File: config.mk
export PLATFORM = sky130hd
export DESIGN_NAME = product_accumulator
export DESIGN_NICKNAME = d
export VERILOG_FILES = /design/src/rtl/product_accumulator.sv
export SDC_FILE = /design/constraint.sdc
export NUM_CORES = 1
export LEC_CHECK = 0
export CAP_MARGIN = 30
export CORE_UTILIZATION = 25
export DETAILED_ROUTE_END_ITERATION = 8
export HOLD_SLACK_MARGIN = 0.05
export MAX_ROUTING_LAYER = met4
export PLACE_DENSITY = 0.53
export SLEW_MARGIN = 0
export SYNTH_ARGS = -nofsm -noshare
export SYNTH_HDL_FRONTEND = slang
export SYNTH_SLANG_ARGS = --single-unit
export TNS_END_PERCENT = 5
File: constraint.sdc
create_clock -name clk -period 1.83 [get_ports clk]
set_input_delay 0.183 -clock clk [delete_from_list [all_inputs] [get_ports clk]]
set_output_delay 0.183 -clock clk [all_outputs]
set_load 0.01 [all_outputs]
File: src/rtl/product_accumulator.sv
// rtl/product_accumulator.sv - stream MAC-style accumulator of multiplier products with sticky overflow
module product_accumulator #(
    parameter int PROD_W = 8,
    parameter int ACC_W  = 16,
    parameter int LEN_W  = 4
) (
    input  logic              clk,
    input  logic              rst_n,
    input  logic              start,
    input  logic [LEN_W-1:0]  len,
    input  logic              abort,
    input  logic              in_valid,
    output logic              in_ready,
    input  logic [PROD_W-1:0] in_prod,
    output logic              out_valid,
    input  logic              out_ready,
    output logic [ACC_W-1:0]  out_acc,
    output logic              out_ovf,
    output logic              busy
);

    typedef enum logic [1:0] {
        IDLE  = 2'd0,
        ACCUM = 2'd1,
        DONE  = 2'd2
    } state_t;

    state_t             state_q, state_d;
    logic [ACC_W-1:0]   acc_q, acc_d;
    logic [LEN_W-1:0]   cnt_q, cnt_d;
    logic               ovf_q, ovf_d;
    logic [ACC_W:0]     sum;
    logic               beat;

    // One extra bit on the adder captures the carry out of the accumulator
    always_comb begin
        sum  = {1'b0, acc_q} + {{(ACC_W + 1 - PROD_W){1'b0}}, in_prod};
        beat = in_valid && (state_q == ACCUM);
    end

    // Next-state and datapath update; abort overrides everything, including a same-cycle beat
    always_comb begin
        state_d = state_q;
        acc_d   = acc_q;
        cnt_d   = cnt_q;
        ovf_d   = ovf_q;
        if (abort) begin
            state_d = IDLE;
            acc_d   = '0;
            cnt_d   = '0;
            ovf_d   = 1'b0;
        end else begin
            case (state_q)
                IDLE: begin
                    if (start) begin
                        acc_d   = '0;
                        ovf_d   = 1'b0;
                        cnt_d   = len;
                        state_d = (len == '0) ? DONE : ACCUM;
                    end
                end
                ACCUM: begin
                    if (beat) begin
                        acc_d = sum[ACC_W-1:0];
                        ovf_d = ovf_q | sum[ACC_W];
                        cnt_d = cnt_q - LEN_W'(1);
                        if (cnt_q == LEN_W'(1)) begin
                            state_d = DONE;
                        end
                    end
                end
                DONE: begin
                    if (out_ready) begin
                        state_d = IDLE;
                    end
                end
                default: begin
                    state_d = IDLE;
                end
            endcase
        end
    end

    // State and datapath registers
    always_ff @(posedge clk or negedge rst_n) begin
        if (!rst_n) begin
            state_q <= IDLE;
            acc_q   <= '0;
            cnt_q   <= '0;
            ovf_q   <= 1'b0;
        end else begin
            state_q <= state_d;
            acc_q   <= acc_d;
            cnt_q   <= cnt_d;
            ovf_q   <= ovf_d;
        end
    end

    // Outputs decoded purely from registered state
    always_comb begin
        in_ready  = (state_q == ACCUM);
        out_valid = (state_q == DONE);
        busy      = (state_q != IDLE);
        out_acc   = acc_q;
        out_ovf   = ovf_q;
    end

endmodule

==> flow_summary.json <==
{
  "grt_pass1_vias": 1606,
  "regArea_um2": 576,
  "tightest_slew_ns": 0.459,
  "die_h_um": 82.1,
  "worstPathMaxFanout": 9,
  "wl_met2_um": 1980,
  "synth-seq-area-share_pct": 35.9,
  "gp_congestion": 0.811,
  "timing.hold.ws_ns": 0.275,
  "worstSetupPathType": "reg2reg",
  "slowest_delay_ns": 0.40,
  "crit_family": "compound AO/OA/AOI/OAI gates",
  "cts-root-buf": "clkbuf_8",
  "numClockSinks": 23,
  "multi_input_area_um2": 1050,
  "dr.pass1.iters": 4,
  "synth.top_cell.area_share_pct": 35.9,
  "viasPerCell": 4.81,
  "cpMaxStageDelayCell": "dfrtp_1",
  "rsz0062_at_grt": "true",
  "yosysTopAreaCell": "dfrtp_1",
  "r2r-start": "out_acc[0]",
  "leakage_nw": 1.10,
  "yosys-top-cells-area": "dfrtp_1 36%, ha_1 7.8%, o21ai_0 5.6%, nand2_1 4.4%, mux2i_1 3.1%",
  "antenna_found_initial": 0,
  "final_max_slew_viol_count": 0,
  "synthFlopType": "dfrtp_1",
  "final_cell_mix": "37 x buf_4, 36 x clkdlybuf4s50_1, 23 x dfrtp_1",
  "finalHoldViolCount": 0,
  "gr-total-overflow": 0,
  "required_ns": 2.00,
  "slew_headroom_pct": 69.3,
  "ys.warnings.count": 0,
  "syn2layout_area_growth_pct": 53.5,
  "finalCritPeriodShare_pct": 109,
  "clk_latency_ns": 0.27,
  "fin_crit_ns": 1.99,
  "hpwl_um": 3320,
  "crit_buf_inv": 1,
  "syn_inst": 175,
  "grt_usage_pct": 14.3,
  "ios": 38,
  "critical_path.cell_chain": "ha_2 > inv_2 > fa_2 > nor2b_4 > o31a_1 > o41ai_4 > nor4b_1 > o21a_1",
  "wl_met1_um": 2060,
  "synth_nets": 204,
  "highest_layer": "met4",
  "core_area_um2": 6060,
  "rrSetupSlack_ns": -0.16,
  "fp.dieW_um": 82.1,
  "skew_ns": 0.00267,
  "max-vdd-ir-drop_uv": 290,
  "hp-class": "in2async",
  "ys_ff_latch": 23,
  "htreeDepth": 1,
  "fmax_mhz": 504,
  "worstReg2RegEnd": "out_ovf",
  "setup_ws_ns": -0.156,
  "vias": 1562,
  "cts_made_buffers": 3,
  "setup_violations": 7,
  "ff2ff_path_depth": 8,
  "numPortBuffers": 37,
  "n_fill_cell": 620,
  "ant_nets": 0,
  "grt_max_degree": 24,
  "drt-total-wl_um": 4220,
  "syn_avg_cell_area_um2": 9.17,
  "maxCapViolCount": 0,
  "drcViolationCount": 0,
  "cts_tree": "yes",
  "finalSetupTns_ns": -0.842,
  "failed_checks": "negative setup slack",
  "drt_iter0_drc": 53,
  "grt_pass1_wl_um": 7310,
  "wl_per_cell_um": 13.0,
  "nNetsFinal": 280,
  "cts_setup_buffers": 0,
  "crit_path_end_kind": "flip-flop",
  "cts.clk_slew.worst_paths_ns": 0.09,
  "status": "finished with violations",
  "start_util_pct": 26.5,
  "synthArstFlopShare_pct": 100,
  "synth_edf_count": 0,
  "synthesis.area_um2": 1610,
  "antenna_cells": 0,
  "cts_hold_buf": 0,
  "wl_met3_um": 135,
  "cts_max_path_buffers": 2,
  "drive_above_1_share_pct": 24.4,
  "critPathLaunchType": "flip-flop",
  "rows": 28,
  "cp.arrival_ns": 2.16,
  "synth.distinct_cells": 49,
  "final_common_cell": "buf_4",
  "die_area_um2": 6750,
  "pwr_density_cell_nw_per_um2": 788
}
cells by family after synthesis:
| kind of cell | count (synthesis) | synth area share (%) |
|---|---|---|
| buf+inv | 16 | 3.90 |
| mux | 7 | 4.75 |
| flops | 23 | 35.9 |
| compound gates | 61 | 26.3 |
| xor+xnor | 2 | 1.09 |
| fa+ha+maj | 11 | 9.04 |
| simple gates | 55 | 19.0 |
worst reg2reg max path: stages, from the launching register on:
cell	delay, ns
dfrtp_1	0.40
ha_2	0.20
inv_2	0.05
fa_2	0.21
nor2b_4	0.05
o31a_1	0.29
o41ai_4	0.40
nor4b_1	0.11
o21a_1	0.18
metrics by stage:
stage          util (%)  power, mW  instances  worst slack (ns)  cell area, um2
2_1_floorplan         -       1.13        175            -0.131            1610
4_1_cts            39.7       1.94        325            -0.225            2410
3_3_place_gp       38.6       1.57        321            -0.452            2340
3_5_place_dp       38.6       1.57        321            -0.496            2340
6_report           40.6       1.94        325            -0.156            2460
5_1_grt            40.6       2.11        325            -0.298            2460
flip-flops by register name (all words and copies together) (netlist names):
| name | cells |
|---|---|
| out_ovf | 1 |
| cnt_q | 4 |
| out_acc | 16 |
| state_q | 2 |
timing repair:
| item | in CTS | in global routing |
|---|---|---|
| endpoints found under the setup margin | 13 | 13 |
| resized for setup | 6 | 9 |
| pin swaps | 2 | 5 |
cell usage after synthesis, drive strengths merged, types with 3 or more instances:
library cell and count:
dfrtp 23, nand2 19, o21ai 19, inv 13
ha 10, a21oi 9, nor2 9, a21o 5
mux2i 5, o31ai 5, or3 5, nor3 4
o21a 4, a211oi 3, a21boi 3, nor2b 3
nor3b 3
worst max path at each step:
stage | from | endpoint | slack [ns] | cells past startpoint
detailed placement | in_prod[0] | out_acc[12] | -0.50 | 9
global route | out_acc[0] | out_acc[10] | -0.30 | 8
floorplan | out_acc[0] | out_acc[12] | -0.13 | 8
global placement | in_prod[0] | out_acc[12] | -0.45 | 9
finish | out_acc[0] | out_ovf | -0.16 | 8
CTS | out_acc[0] | out_ovf | -0.22 | 8
where the power goes:
group	total, mW	internal (mW)	switching, mW
Clock	0.334	0.152	0.182
Combinational	0.954	0.516	0.438
Sequential	0.654	0.578	0.0761
Total	1.94	1.25	0.696
per-layer routing:
metal / vias up / track usage [%]
met3: 4 / 1.98
met2: 27 / 23.8
met4: 0 / 3.16
met1: 734 / 18.4
li1: 797 / -
met5: - / -
final cells by class:
type / count / area share, %
Clock buffer: 3 / 1.68
Clock inverter: 1 / 0.203
Inverter: 13 / 1.98
Multi-Input combinational cell: 136 / 42.6
Sequential cell: 23 / 23.4
Tap cell: 75 / 3.81
Timing Repair Buffer: 74 / 26.4
Note: power is estimated with default switching activity, not from simulation.
